<file path="src/rtl/dvp_frame_source_if.sv">
// dvp_frame_source_if: configuration, trigger and DVP/echo output bundle for dvp_frame_source
//   master: drives start/continuous, pattern config (fg/bg pixel, plant rows), trig_in and echo config
//   slave : the frame source; drives vsync/href/pclk_out/data, echo_out, busy and frame_done
interface dvp_frame_source_if;
  logic        start;
  logic        continuous;
  logic [15:0] fg_pixel;
  logic [15:0] bg_pixel;
  logic [7:0]  plant_top;
  logic [7:0]  plant_bottom;
  logic        trig_in;
  logic [7:0]  echo_delay;
  logic [15:0] echo_len;
  logic        vsync;
  logic        href;
  logic        pclk_out;
  logic [7:0]  data;
  logic        echo_out;
  logic        busy;
  logic        frame_done;
  modport master (
    output start, continuous, fg_pixel, bg_pixel, plant_top, plant_bottom, trig_in, echo_delay, echo_len,
    input  vsync, href, pclk_out, data, echo_out, busy, frame_done
  );
  modport slave (
    input  start, continuous, fg_pixel, bg_pixel, plant_top, plant_bottom, trig_in, echo_delay, echo_len,
    output vsync, href, pclk_out, data, echo_out, busy, frame_done
  );
endinterface

</file>
<file path="src/rtl/dvp_frame_source.sv">
// dvp_frame_source: synthetic DVP camera frame generator with plant test pattern plus ultrasonic echo responder
//   clk   : system clock, one pixel byte per cycle
//   rst_n : asynchronous active-low reset
//   bus   : dvp_frame_source_if.slave (frame/echo config and trigger in; vsync, href, pclk_out, data,
//           echo_out, busy, frame_done out, all registered)
module dvp_frame_source #(
  parameter int H_PIXELS      = 16,
  parameter int V_ROWS        = 8,
  parameter int VSYNC_CYCLES  = 4,
  parameter int VBLANK_CYCLES = 2,
  parameter int HBLANK_CYCLES = 4
) (
  input logic              clk,
  input logic              rst_n,
  dvp_frame_source_if.slave bus
);
  typedef enum logic [2:0] {IDLE, VSYNC, VBACK, LINE, HBLANK, VFRONT} state_e;
  typedef enum logic [1:0] {E_IDLE, E_WAIT, E_HIGH} estate_e;
  localparam logic [15:0] VS_LAST  = 16'(VSYNC_CYCLES - 1);
  localparam logic [15:0] VB_LAST  = 16'(VBLANK_CYCLES - 1);
  localparam logic [15:0] LN_LAST  = 16'(2 * H_PIXELS - 1);
  localparam logic [15:0] HB_LAST  = 16'(HBLANK_CYCLES - 1);
  localparam logic [7:0]  ROW_LAST = 8'(V_ROWS - 1);
  state_e      state_q, state_d;
  logic [15:0] cnt_q, cnt_d;
  logic [7:0]  row_q, row_d;
  logic [15:0] fg_q, fg_d, bg_q, bg_d;
  logic [7:0]  top_q, top_d, bot_q, bot_d;
  logic        cap;
  logic        frame_end;
  logic [15:0] pix;
  logic [7:0]  pix_byte;
  estate_e     es_q, es_d;
  logic [7:0]  dly_q, dly_d;
  logic [15:0] len_q, len_d, ecnt_q, ecnt_d;
  logic        trig_q, trig_edge;
  logic        vsync_q, href_q, pclk_q, echo_q, busy_q, fend_q, done_q;
  logic [7:0]  data_q;
  always_comb begin
    state_d = state_q;
    cnt_d   = cnt_q + 16'd1;
    row_d   = row_q;
    cap     = 1'b0;
    case (state_q)
      IDLE: begin
        cnt_d = '0;
        row_d = '0;
        if (bus.start || bus.continuous) begin
          state_d = VSYNC;
          cap     = 1'b1;
        end
      end
      VSYNC: if (cnt_q == VS_LAST) begin
        state_d = VBACK;
        cnt_d   = '0;
      end
      VBACK: if (cnt_q == VB_LAST) begin
        state_d = LINE;
        cnt_d   = '0;
        row_d   = '0;
      end
      LINE: if (cnt_q == LN_LAST) begin
        state_d = (row_q == ROW_LAST) ? VFRONT : HBLANK;
        cnt_d   = '0;
      end
      HBLANK: if (cnt_q == HB_LAST) begin
        state_d = LINE;
        cnt_d   = '0;
        row_d   = row_q + 8'd1;
      end
      VFRONT: if (cnt_q == VB_LAST) begin
        state_d = bus.continuous ? VSYNC : IDLE;
        cap     = bus.continuous;
        cnt_d   = '0;
      end
      default: begin
        state_d = IDLE;
        cnt_d   = '0;
      end
    endcase
    fg_d  = cap ? bus.fg_pixel : fg_q;
    bg_d  = cap ? bus.bg_pixel : bg_q;
    top_d = cap ? bus.plant_top : top_q;
    bot_d = cap ? bus.plant_bottom : bot_q;
  end
  // frame_done trails the last VFRONT cycle by two so it lands on the cycle where the next frame's vsync appears
  assign frame_end = (state_q == VFRONT) && (cnt_q == VB_LAST);
  assign pix       = (top_q <= row_q && row_q <= bot_q) ? fg_q : bg_q;
  assign pix_byte  = cnt_q[0] ? pix[7:0] : pix[15:8];
  assign trig_edge = bus.trig_in && !trig_q;
  always_comb begin
    es_d   = es_q;
    dly_d  = dly_q;
    len_d  = len_q;
    ecnt_d = ecnt_q + 16'd1;
    case (es_q)
      E_IDLE: begin
        ecnt_d = '0;
        if (trig_edge) begin
          dly_d = bus.echo_delay;
          len_d = bus.echo_len;
          // a zero delay skips the wait so the echo rises right after the trigger edge
          es_d  = (bus.echo_len == 16'd0) ? E_IDLE : (bus.echo_delay == 8'd0) ? E_HIGH : E_WAIT;
        end
      end
      E_WAIT: if (ecnt_q == {8'd0, dly_q - 8'd1}) begin
        es_d   = E_HIGH;
        ecnt_d = '0;
      end
      E_HIGH: if (ecnt_q == len_q - 16'd1) begin
        es_d   = E_IDLE;
        ecnt_d = '0;
      end
      default: begin
        es_d   = E_IDLE;
        ecnt_d = '0;
      end
    endcase
  end
  always_ff @(posedge clk or negedge rst_n) begin
    if (!rst_n) begin
      state_q <= IDLE;
      cnt_q   <= '0;
      row_q   <= '0;
      fg_q    <= '0;
      bg_q    <= '0;
      top_q   <= '0;
      bot_q   <= '0;
      es_q    <= E_IDLE;
      dly_q   <= '0;
      len_q   <= '0;
      ecnt_q  <= '0;
      trig_q  <= 1'b0;
      vsync_q <= 1'b0;
      href_q  <= 1'b0;
      pclk_q  <= 1'b0;
      data_q  <= '0;
      echo_q  <= 1'b0;
      busy_q  <= 1'b0;
      fend_q  <= 1'b0;
      done_q  <= 1'b0;
    end else begin
      state_q <= state_d;
      cnt_q   <= cnt_d;
      row_q   <= row_d;
      fg_q    <= fg_d;
      bg_q    <= bg_d;
      top_q   <= top_d;
      bot_q   <= bot_d;
      es_q    <= es_d;
      dly_q   <= dly_d;
      len_q   <= len_d;
      ecnt_q  <= ecnt_d;
      trig_q  <= bus.trig_in;
      vsync_q <= state_q == VSYNC;
      href_q  <= state_q == LINE;
      pclk_q  <= state_q == LINE && !cnt_q[0];
      data_q  <= (state_q == LINE) ? pix_byte : 8'h00;
      echo_q  <= es_q == E_HIGH;
      busy_q  <= state_q != IDLE;
      fend_q  <= frame_end;
      done_q  <= fend_q;
    end
  end
  assign bus.vsync      = vsync_q;
  assign bus.href       = href_q;
  assign bus.pclk_out   = pclk_q;
  assign bus.data       = data_q;
  assign bus.echo_out   = echo_q;
  assign bus.busy       = busy_q;
  assign bus.frame_done = done_q;
endmodule

</file>
<file path="src/flat_wrapper.sv">
// flat-port wrapper written by rule: the top's interface ports become plain ports
module dvp_frame_source_flat 
#(
  parameter int H_PIXELS      = 16,
  parameter int V_ROWS        = 8,
  parameter int VSYNC_CYCLES  = 4,
  parameter int VBLANK_CYCLES = 2,
  parameter int HBLANK_CYCLES = 4
)
  (clk, rst_n, bus_start, bus_continuous, bus_fg_pixel, bus_bg_pixel, bus_plant_top, bus_plant_bottom, bus_trig_in, bus_echo_delay, bus_echo_len, bus_vsync, bus_href, bus_pclk_out, bus_data, bus_echo_out, bus_busy, bus_frame_done);
  dvp_frame_source_if bus_i ();
  input logic clk;
  input logic rst_n;
  input wire logic [$bits(bus_i.start)-1:0] bus_start;
  input wire logic [$bits(bus_i.continuous)-1:0] bus_continuous;
  input wire logic [$bits(bus_i.fg_pixel)-1:0] bus_fg_pixel;
  input wire logic [$bits(bus_i.bg_pixel)-1:0] bus_bg_pixel;
  input wire logic [$bits(bus_i.plant_top)-1:0] bus_plant_top;
  input wire logic [$bits(bus_i.plant_bottom)-1:0] bus_plant_bottom;
  input wire logic [$bits(bus_i.trig_in)-1:0] bus_trig_in;
  input wire logic [$bits(bus_i.echo_delay)-1:0] bus_echo_delay;
  input wire logic [$bits(bus_i.echo_len)-1:0] bus_echo_len;
  output wire logic [$bits(bus_i.vsync)-1:0] bus_vsync;
  output wire logic [$bits(bus_i.href)-1:0] bus_href;
  output wire logic [$bits(bus_i.pclk_out)-1:0] bus_pclk_out;
  output wire logic [$bits(bus_i.data)-1:0] bus_data;
  output wire logic [$bits(bus_i.echo_out)-1:0] bus_echo_out;
  output wire logic [$bits(bus_i.busy)-1:0] bus_busy;
  output wire logic [$bits(bus_i.frame_done)-1:0] bus_frame_done;
  assign bus_i.start = bus_start;
  assign bus_i.continuous = bus_continuous;
  assign bus_i.fg_pixel = bus_fg_pixel;
  assign bus_i.bg_pixel = bus_bg_pixel;
  assign bus_i.plant_top = bus_plant_top;
  assign bus_i.plant_bottom = bus_plant_bottom;
  assign bus_i.trig_in = bus_trig_in;
  assign bus_i.echo_delay = bus_echo_delay;
  assign bus_i.echo_len = bus_echo_len;
  assign bus_vsync = bus_i.vsync;
  assign bus_href = bus_i.href;
  assign bus_pclk_out = bus_i.pclk_out;
  assign bus_data = bus_i.data;
  assign bus_echo_out = bus_i.echo_out;
  assign bus_busy = bus_i.busy;
  assign bus_frame_done = bus_i.frame_done;
  dvp_frame_source #(.H_PIXELS(H_PIXELS), .V_ROWS(V_ROWS), .VSYNC_CYCLES(VSYNC_CYCLES), .VBLANK_CYCLES(VBLANK_CYCLES), .HBLANK_CYCLES(HBLANK_CYCLES)) u_core (.clk(clk), .rst_n(rst_n), .bus(bus_i));
endmodule
</file>
<file path="config.mk">
export PLATFORM = sky130hd
export DESIGN_NAME = dvp_frame_source_flat
export DESIGN_NICKNAME = d
export VERILOG_FILES = /design/src/rtl/dvp_frame_source_if.sv /design/src/rtl/dvp_frame_source.sv /design/src/flat_wrapper.sv
export SDC_FILE = /design/constraint.sdc
export NUM_CORES = 1
export LEC_CHECK = 0
export ABC_AREA = 1
export BUFFER_PORTS_ARGS = -buffer_cell sky130_fd_sc_hd__buf_2
export CAP_MARGIN = 10
export CORE_ASPECT_RATIO = 1.75
export CORE_MARGIN = 1
export CORE_UTILIZATION = 53
export CTS_CLUSTER_SIZE = 16
export DETAILED_ROUTE_END_ITERATION = 7
export HOLD_SLACK_MARGIN = 0.08
export PLACE_DENSITY = 0.76
export RECOVER_POWER = 25
export SLEW_MARGIN = 20
export SYNTH_ARGS = -nofsm -noshare
export SYNTH_HDL_FRONTEND = slang
export SYNTH_SLANG_ARGS = --single-unit
</file>
<file path="constraint.sdc">
create_clock -name clk -period 2 [get_ports clk]
set_input_delay 0.3 -clock clk [delete_from_list [all_inputs] [get_ports clk]]
set_output_delay 0.3 -clock clk [all_outputs]
set_load 0.02 [all_outputs]
</file>
# [Word-level counts from Yosys, hierarchy flattened]
# Index checks and enable logic that the tools add are counted.
[word_totals] in_bits=77 elab_cells=99 register_bits=133 output_inout_bits=14
[op_classes] n_reduce_logical=19 mux=31 eq_ne=22 magnitude_cmp=2 n_addsub=5
[ops] cell="16-bit 2-to-1 mux" count=6
[ops] cell="16-bit case mux with 3 select lines" count=1
[ops] cell="16-bit by 1-bit adder with 16-bit output (second input constant)" count=2
[ops] cell="8-bit 2-to-1 mux" count=4
[ops] cell="16-bit case mux with 2 select lines" count=1
[ops] cell="8-bit case mux with 3 select lines" count=1
[ops] cell="3-bit 2-to-1 mux" count=6
[ops] cell="2-bit by 1-bit inequality test with 1-bit output (second input constant)" count=9
[ops] cell="3-bit case mux with 6 select lines" count=1
[ops] cell="16-bit by 1-bit equality test with 1-bit output (second input constant)" count=1
[ops] cell="16-bit equality test" count=1
[ops] cell="16-bit by 2-bit equality test with 1-bit output (second input constant)" count=1
[ops] cell="16-bit by 5-bit equality test with 1-bit output (second input constant)" count=1
[ops] cell="16-bit by 8-bit equality test with 1-bit output" count=1
[ops] cell="8-bit <= comparator" count=2
[ops] cell="16-bit zero test" count=1
[ops] cell="16-bit by 1-bit subtractor with 16-bit output (second input constant)" count=1
[ops] cell="2-bit 2-to-1 mux" count=5
[ops] cell="8-bit by 1-bit adder with 8-bit output (second input constant)" count=1
[ops] cell="8-bit by 3-bit equality test with 1-bit output (second input constant)" count=1
[ops] cell="8-bit zero test" count=1
[ops] cell="8-bit by 1-bit subtractor with 8-bit output (second input constant)" count=1
[ops] cell="3-bit by 2-bit equality test with 1-bit output (second input constant)" count=2
[ops] cell="3-bit equality test (second input constant)" count=2
[ops] cell="other kinds (16)" count=26

# [Longest topological paths before layout]
# Gate-level depths: netlist of the first run.
[depth] word_depth=5 depth_mapped=18 ltp_nobuf=17

# [Worst setup path after synthesis of the first run]
# No wires, ideal clock.
[synth_timing] path_kind="flip-flop to flip-flop" startpoint="register u_core.row_q[3]" endpoint="register u_core.data_q[0] (netlist: u_core.bus.data[0])" setup_ps=124 required_time_ps=1876 synth_period_minus_slack_ps=1980 arrival_time_ps=1856 n_path_buf=2 path_stages_with_launch=12 setup_slack_ps=20 path_cell_list="dfrtp_1 -> inv_1 -> ha_1 -> nand2_1 -> o21bai_1 -> a21boi_0 -> o22ai_1 -> nand2_1 -> buf_2 -> buf_2 -> o211ai_1 -> nand2_1"
[synth_via] elab_chain_cells=5 elab_cells_between_ends=6 cone_classes="order compare (2); mux (3); reduce/logical (1)"
[synth_lines] item="start: declaration" line_no="dvp_frame_source.sv:26" text="logic [7:0] row_q, row_d;"
[synth_lines] item="start signal: assignment" line_no="dvp_frame_source.sv:145" text="row_q <= row_d;"
[synth_lines] item="8-bit <= comparator" line_no="dvp_frame_source.sv:88" text="assign pix = (top_q <= row_q && row_q <= bot_q) ? fg_q : bg_q;"
[synth_lines] item="1-bit logical AND *" line_no="dvp_frame_source.sv:88"
[synth_lines] item="16-bit 2-to-1 mux *" line_no="dvp_frame_source.sv:88"
[synth_lines] item="8-bit 2-to-1 mux *" line_no="dvp_frame_source.sv:89" text="assign pix_byte = cnt_q[0] ? pix[7:0] : pix[15:8];"
[synth_lines] item="8-bit 2-to-1 mux *" line_no="dvp_frame_source.sv:158" text="data_q <= (state_q == LINE) ? pix_byte : 8'h00;"
[synth_lines] item="end signal: assignment" line_no="dvp_frame_source.sv:158"
[synth_lines] item="end: declaration" line_no="dvp_frame_source.sv:38" text="logic [7:0] data_q;"
# Mark *: on every way between the ends. The rest lies on a longest branch, timed or not.
# A chain may end at the register's enable or synchronous reset.

# [Worst setup path after layout of the first run]
[layout_timing] startpoint="register u_core.row_q[6]" endpoint="register u_core.data_q[4] (netlist: u_core.bus.data[4])"
# The elaborated chain is that of the path after synthesis.

==> key figures, run 1 <==
Worst setup path
  – Crit Path Max Fanout: 7
  – CP startpoint kind: flip-flop
  – Crit path DAT: 2.47 ns
  – Setup CP Type: reg2reg
  – CP required: 2.33 ns
  – Crit end category: flip-flop

Floorplanning
  – Full die area: 14000 um2
  – Initial Util: 0.549
  – # IOs: 91
  – Die W: 89.8 um
  – Core area: 13000 um2
  – Die H: 156 um
  – Standard-cell rows: 55

Synthesis
  – Synth Register Bits: 133
  – Seq/Total Area, Yosys: 0.466
  – Synth area leader: dfrtp_1
  – Warnings, synthesis: 0
  – Top cells by area, synth: dfrtp_1, nand2_1, inv_1, nor2_1, mux2_2
  – Cells after Synth: 870
  – Most frequent cell after synthesis: nand2_1
  – Adder-cell share of the synthesized area: 0.0438
  – Post-synth top cells: nand2_1, dfrtp_1, inv_1, nor2_1, o21ai_0
  – Top_reg_cell synth: dfrtp_1
  – Simple-Gate Fraction of Synth Area: 0.241
  – Distinct cell type count after synthesis: 38
  – Post-synthesis mux area share: 0.0473
  – Largest family of logic cells by synthesized area: simple AND/OR/NAND/NOR gates
  – Yosys top cell area share: 0.466
  – Mapped Nets: 972
  – Syn_area_per_cell: 8.21 um2
  – Synth Cell Area: 7140 um2
  – Synth Area in Compound Gates: 0.0830
  – Share of synthesized registers carrying an async set or reset: 1.00
  – Post-Synth XOR/XNOR Area: 0.0429
  – Post-synth EDFFs: 0

CTS
  – H-tree Lvls: 4
  – Clock transition at the registers of the reported paths: 0.06 ns
  – Clock root buffer: clkbuf_16
  – Cts bufs inserted: 17
  – CTS tree: built
  – Clock Latency Late Sink: 0.41 ns
  – Sink Count: 133
  – Clock Path Buffers: 2

Drt
  – Remaining DRCs: 0
  – Final ANT Viol Nets: 0
  – WL/cell: 16.5 um
  – Detailed-router iteration count before antenna repair: 5
  – Via count: 6516
  – Post-Route WL: 19900 um
  – Initial drt markers: 268
  – Vias/cell: 5.40

Timing
  – Period utilisation layout: 1.07
  – Final hold slack: 0.0904 ns
  – Setup TNS: -0.466 ns
  – Max-slew headroom: 0.207
  – Fmax: 0.469 GHz
  – Final-report max-slew violation count: 0
  – Post-route setup slack: -0.133 ns
  – Clock skew: 0.00998 ns
  – Worst slew pin tran: 1.19 ns
  – Fin. Hold Viols: 0
  – RSZ-0062 raised after global routing: true
  – Crit path time final: 2.13 ns
  – Final Setup Violations: 8

GRT
  – Number of antenna violations at the first check in global routing: 0
  – Total GRT Usage: 0.263
  – First-pass GRT wire length: 28800 um
  – Pin count of the biggest net entering global routing: 46
  – Gr ovfl total: 0
  – Vias in the first global route: 6351

Placement
  – PortBufs: 90
  – Dpl ws: -0.103 ns
  – GP Congestion: 0.883
  – Detailed Place HPWL: 12600 um

Power
  – P_leak: 4.52 nW
  – Worst vdd ir: 1.07 mV
  – Power Density: 1510 nW/um2

Finish
  – Layout cell share with drive strength beyond 1: 0.305
  – N_diodes: 0
  – Post-layout net count: 1125
  – Area growth from synthesis to layout: 31.2%

Flow run
  – Max Cap Violations: 0

Min path
  – Class of the worst hold path: in2reg

Outcome
  – Outcome: finished with violations
  – Failing checks: negative setup slack
-- critical path, stage by stage, from the launching register on --
cell	delay, ns
dfrtp_2	0.47
ha_4	0.29
nand2_2	0.05
nor2_2	0.17
nand4_1	0.19
o21ai_2	0.16
nand2_4	0.15
clkbuf_16	0.20
o21ai_2	0.13
nand2_1	0.08
a21oi_2	0.15
-- area by class of cell --
type	count	area [um2]
Inverter	117	442
Tap cell	171	214
Multi-Input combinational cell	602	3720
Clock buffer	18	439
Timing Repair Buffer	152	1060
Fill cell	960	3640
Sequential cell	133	3340
Clock inverter	14	153
-- what timing repair did --
action | CTS | global route
setup endpoints to repair | 31 | 80
buffers inserted | 2 | 12
cloned | 2 | 5
gates resized for setup | 19 | 99
pin swaps | 2 | 36
hold buffers | 2 | 0
endpoints found under the hold margin | 44 | 0
-- path summary, 6_finish.rpt --
| path | end | cells past startpoint | slack, ns | startpoint |
|---|---|---|---|---|
| worst max register to register | u_core.bus.data[4] | 10 | -0.13 | u_core.row_q[6] |
| worst max-delay path | u_core.bus.data[4] | 10 | -0.13 | u_core.row_q[6] |
| min in group asynchronous | u_core.len_q[15] | 2 | 0.66 | rst_n |
| worst min register to register | u_core.bus.frame_done | 0 | 0.35 | u_core.fend_q |
| worst min-delay path | u_core.bg_q[11] | 3 | 0.09 | bus_bg_pixel[11] |
| max in group asynchronous | u_core.cnt_q[2] | 3 | 0.32 | rst_n |
-- routing by layer --
metal,GRT usage,share of wire,vias to the layer above
met2,0.516,0.57,225
li1,-,-,3107
met4,0.125,0.046,0
met1,0.266,0.35,3112
met5,0,0,-
met3,0.0404,0.033,72
-- kinds of logic (layout without fill, tap and decap cells) --
group	Yosys count	after routing
DFF	133	133
muxes	30	30
buffers and inverters	137	301
adders and majority gates	25	25
and+or+nand+nor	402	404
xor gates and xnor gates	35	35
AOI/OAI and AO/OA	108	108
-- per-stage QoR --
| stage | cell area (um2) | instances | total power [mW] | utilization |
|---|---|---|---|---|
| global placement | 8090 | 1152 | 8.95 | 0.622 |
| floorplan | 7140 | 870 | 7.62 | - |
| detailed placement | 8090 | 1152 | 9.10 | 0.622 |
| global route | 9370 | 1207 | 15.0 | 0.720 |
| finish | 9370 | 1207 | 14.1 | 0.720 |
| CTS | 8840 | 1190 | 12.6 | 0.680 |
-- cell usage in the layout, fill, tap and decap left out, types with 22 or more instances in the layout --
cell     instances
mux2_2          30
nor2_1          91
xor2_1          22
buf_4           46
nand3_1         34
nand2_1        180
buf_2           88
dfrtp_1        126
o21ai_0         45
inv_1          104
a21oi_1         27
-- sequential cells by signal (all words and copies together), names as in the netlist, 2 cells and up --
| name | flops |
|---|---|
| u_core.len_q | 16 |
| u_core.fg_q | 16 |
| u_core.es_q | 2 |
| u_core.bot_q | 8 |
| u_core.row_q | 8 |
| u_core.state_q | 3 |
| u_core.top_q | 8 |
| u_core.dly_q | 8 |
| u_core.cnt_q | 16 |
| u_core.bus.data | 8 |
| u_core.ecnt_q | 16 |
| u_core.bg_q | 16 |
-- report_power, final --
group / switching (mW) / total [mW] / internal (mW)
clock network: 1.26 / 3.14 / 1.88
logic: 3.81 / 6.71 / 2.90
registers: 0.676 / 4.30 / 3.62
total: 5.74 / 14.1 / 8.40
No activity file was read; power rests on OpenSTA's default activity.
==> run 2: changes to the inputs <==
Settings changed: SETUP_SLACK_MARGIN set to 0.2.
==> key figures, run 2 (synthesis results as in run 1) <==
Outcome
  – Outcome: finished with violations
  – Failing checks: negative setup slack

GRT
  – Number of antenna violations at the first check in global routing: 2
  – Vias in the first global route: 7112
  – Total GRT Usage: 0.316
  – Pin count of the biggest net entering global routing: 49
  – Gr ovfl total: 0
  – First-pass GRT wire length: 33800 um

Placement
  – Placed inst area: 8130 um2
  – Detailed Place HPWL: 13000 um
  – PortBufs: 90
  – GP Congestion: 0.875

Min path
  – Class of the worst hold path: in2reg
  – Hold Path End: u_core.fg_q[4]
  – WHS Path Cells: 3
  – HP Start: bus_fg_pixel[4]

Worst setup path
  – Crit end category: flip-flop
  – RR Endpoint: u_core.bus.data[1]
  – Worst r2r path cells: 12
  – CP startpoint kind: flip-flop
  – R2R Path Start: u_core.bot_q[1]
  – CP required: 2.34 ns
  – R2R setup slack: -0.52 ns
  – Crit Path Max Fanout: 7
  – Crit path DAT: 2.86 ns
  – Setup CP Type: reg2reg

Drt
  – Initial drt markers: 595
  – Final ANT Viol Nets: 0
  – Detailed-router iteration count before antenna repair: 7
  – Post-Route WL: 28100 um
  – WL/cell: 22.5 um
  – Via count: 7485
  – Vias/cell: 5.98
  – Remaining DRCs: 0

Timing
  – Final-report max-slew violation count: 0
  – Period utilisation layout: 1.26
  – Fin. Hold Viols: 0
  – Fmax: 0.397 GHz
  – Final Setup Violations: 60
  – RSZ-0062 raised after global routing: true
  – Post-route setup slack: -0.516 ns
  – Max-slew headroom: 0.143
  – Crit path time final: 2.52 ns
  – Worst slew pin tran: 1.29 ns
  – Clock skew: 0.0151 ns

Power
  – Sw Share: 0.426
  – Power Density: 1640 nW/um2
  – Combinational share of power: 0.559
  – Int Pwr: 10.0 mW
  – P_leak: 5.16 nW
  – Power Total: 17.5 mW
  – Worst vdd ir: 1.45 mV
  – P_sw: 7.45 mW
  – Reg power frac: 0.251
  – Clock share of power: 0.190

Floorplanning
  – Full die area: 14000 um2
  – # IOs: 91
  – Initial Util: 0.549
  – Standard-cell rows: 55
  – Die W: 89.8 um
  – Core area: 13000 um2
  – Die H: 156 um

Finish
  – Most common cell after layout, fill and taps aside: nand2_1
  – Final instance area: 10700 um2
  – Area growth from synthesis to layout: 49.8%
  – Most frequent cells in the layout: nand2_1, dfrtp_1, inv_1
  – Post-layout net count: 1168
  – Layout cell share with drive strength beyond 1: 0.427

Flow run
  – Max Cap Violations: 0

CTS
  – Clock transition at the registers of the reported paths: 0.07 ns
  – Clock Latency Late Sink: 0.44 ns
  – Clock root buffer: clkbuf_16
  – Cts bufs inserted: 17
  – H-tree Lvls: 4
  – Clock Path Buffers: 2
  – CTS tree: built
  – Sink Count: 133
-- run 2: cell count changes in the layout (fill, tap and decap cells not counted), moves of 7 or more --
cell     change
nor2_1      -20
buf_6       +15
inv_1        -9
nand2_1     -26
o21ai_0     -31
inv_2        +8
o21ai_2     +24
buf_16       +7
nand3_1     -10
buf_4       +16
nor2_4      +19
mux2_4      +21
mux2_2      -21
nand2_4     +22
-- run 2: worst max-delay path by stage --
stage	from	to	slack (ns)
3_5_place_dp	u_core.row_q[4]	u_core.bus.data[5]	-0.11
3_3_place_gp	u_core.row_q[6]	u_core.bus.data[6]	-0.04
4_1_cts	u_core.row_q[3]	u_core.bus.data[6]	-0.0007
6_report	u_core.bot_q[1]	u_core.bus.data[1]	-0.52
5_1_grt	u_core.bot_q[1]	u_core.bus.data[1]	-0.54
2_1_floorplan	u_core.row_q[3]	u_core.bus.data[0]	0.13
-- run 2: power groups by stage --
| stage | Sequential [mW] | Clock (mW) | Combinational (mW) |
|---|---|---|---|
| 3_5_place_dp | 4.22 | 0 | 5.02 |
| 6_report | 4.38 | 3.33 | 9.78 |
| 4_1_cts | 4.24 | 3.26 | 6.91 |
| 3_3_place_gp | 4.20 | 0 | 4.90 |
| 2_1_floorplan | 4.21 | 0 | 3.52 |
| 5_1_grt | 4.43 | 3.43 | 10.2 |
-- run 2: worst max-delay path: stages, from the launching register on --
cell       delay (ns)
dfrtp_1          0.40
inv_2            0.09
ha_4             0.21
inv_1            0.07
nor2_1           0.07
o21ai_2          0.23
a21boi_2         0.10
o21ai_2          0.34
nand2_4          0.23
clkbuf_16        0.23
o21ai_2          0.16
nand2_1          0.10
a21oi_1          0.20
-- run 2: routing by layer --
| metal | up-vias | wire [um] | track usage |
|---|---|---|---|
| li1 | 3200 | - | - |
| met1 | 3541 | 8650 | 0.295 |
| met2 | 518 | 14400 | 0.614 |
| met3 | 226 | 2060 | 0.0517 |
| met4 | 0 | 3000 | 0.224 |
| met5 | - | 0 | 0 |
-- run 2: what timing repair did --
| action | 4_1_cts | 5_1_grt |
|---|---|---|
| gates cloned | 7 | 9 |
| endpoints found under the setup margin | 66 | 97 |
| buffers inserted | 29 | 19 |
| pin swaps | 42 | 46 |
| resized for setup | 153 | 188 |
| hold buffers | 2 | 0 |
| endpoints found under the hold margin | 45 | 0 |
-- run 2: cell type report --
class                      instances  area [um2]
multi-input combinational        601        4390
sequential                       133        3330
fill                             663        2310
timing repair buffer             196        1700
clock buffer                      21         460
inverter                         117         444
tap                              171         214
clock inverter                    11         150
antenna                            2        5.00
-- run 2: stage by stage --
step / hold WS [ns] / util / setup TNS [ns] / setup slack [ns] / cells
detailed placement: 0.281 / 0.625 / -1.13 / -0.107 / 1152
global placement: 0.274 / 0.625 / -0.139 / -0.0413 / 1152
CTS: 0.0807 / 0.747 / -0.000711 / -0.000711 / 1222
finish: 0.0728 / 0.823 / -4.58 / -0.516 / 1252
floorplan: 0.00441 / - / 0 / 0.132 / 870
global route: 0.0821 / 0.823 / -11.38 / -0.541 / 1252
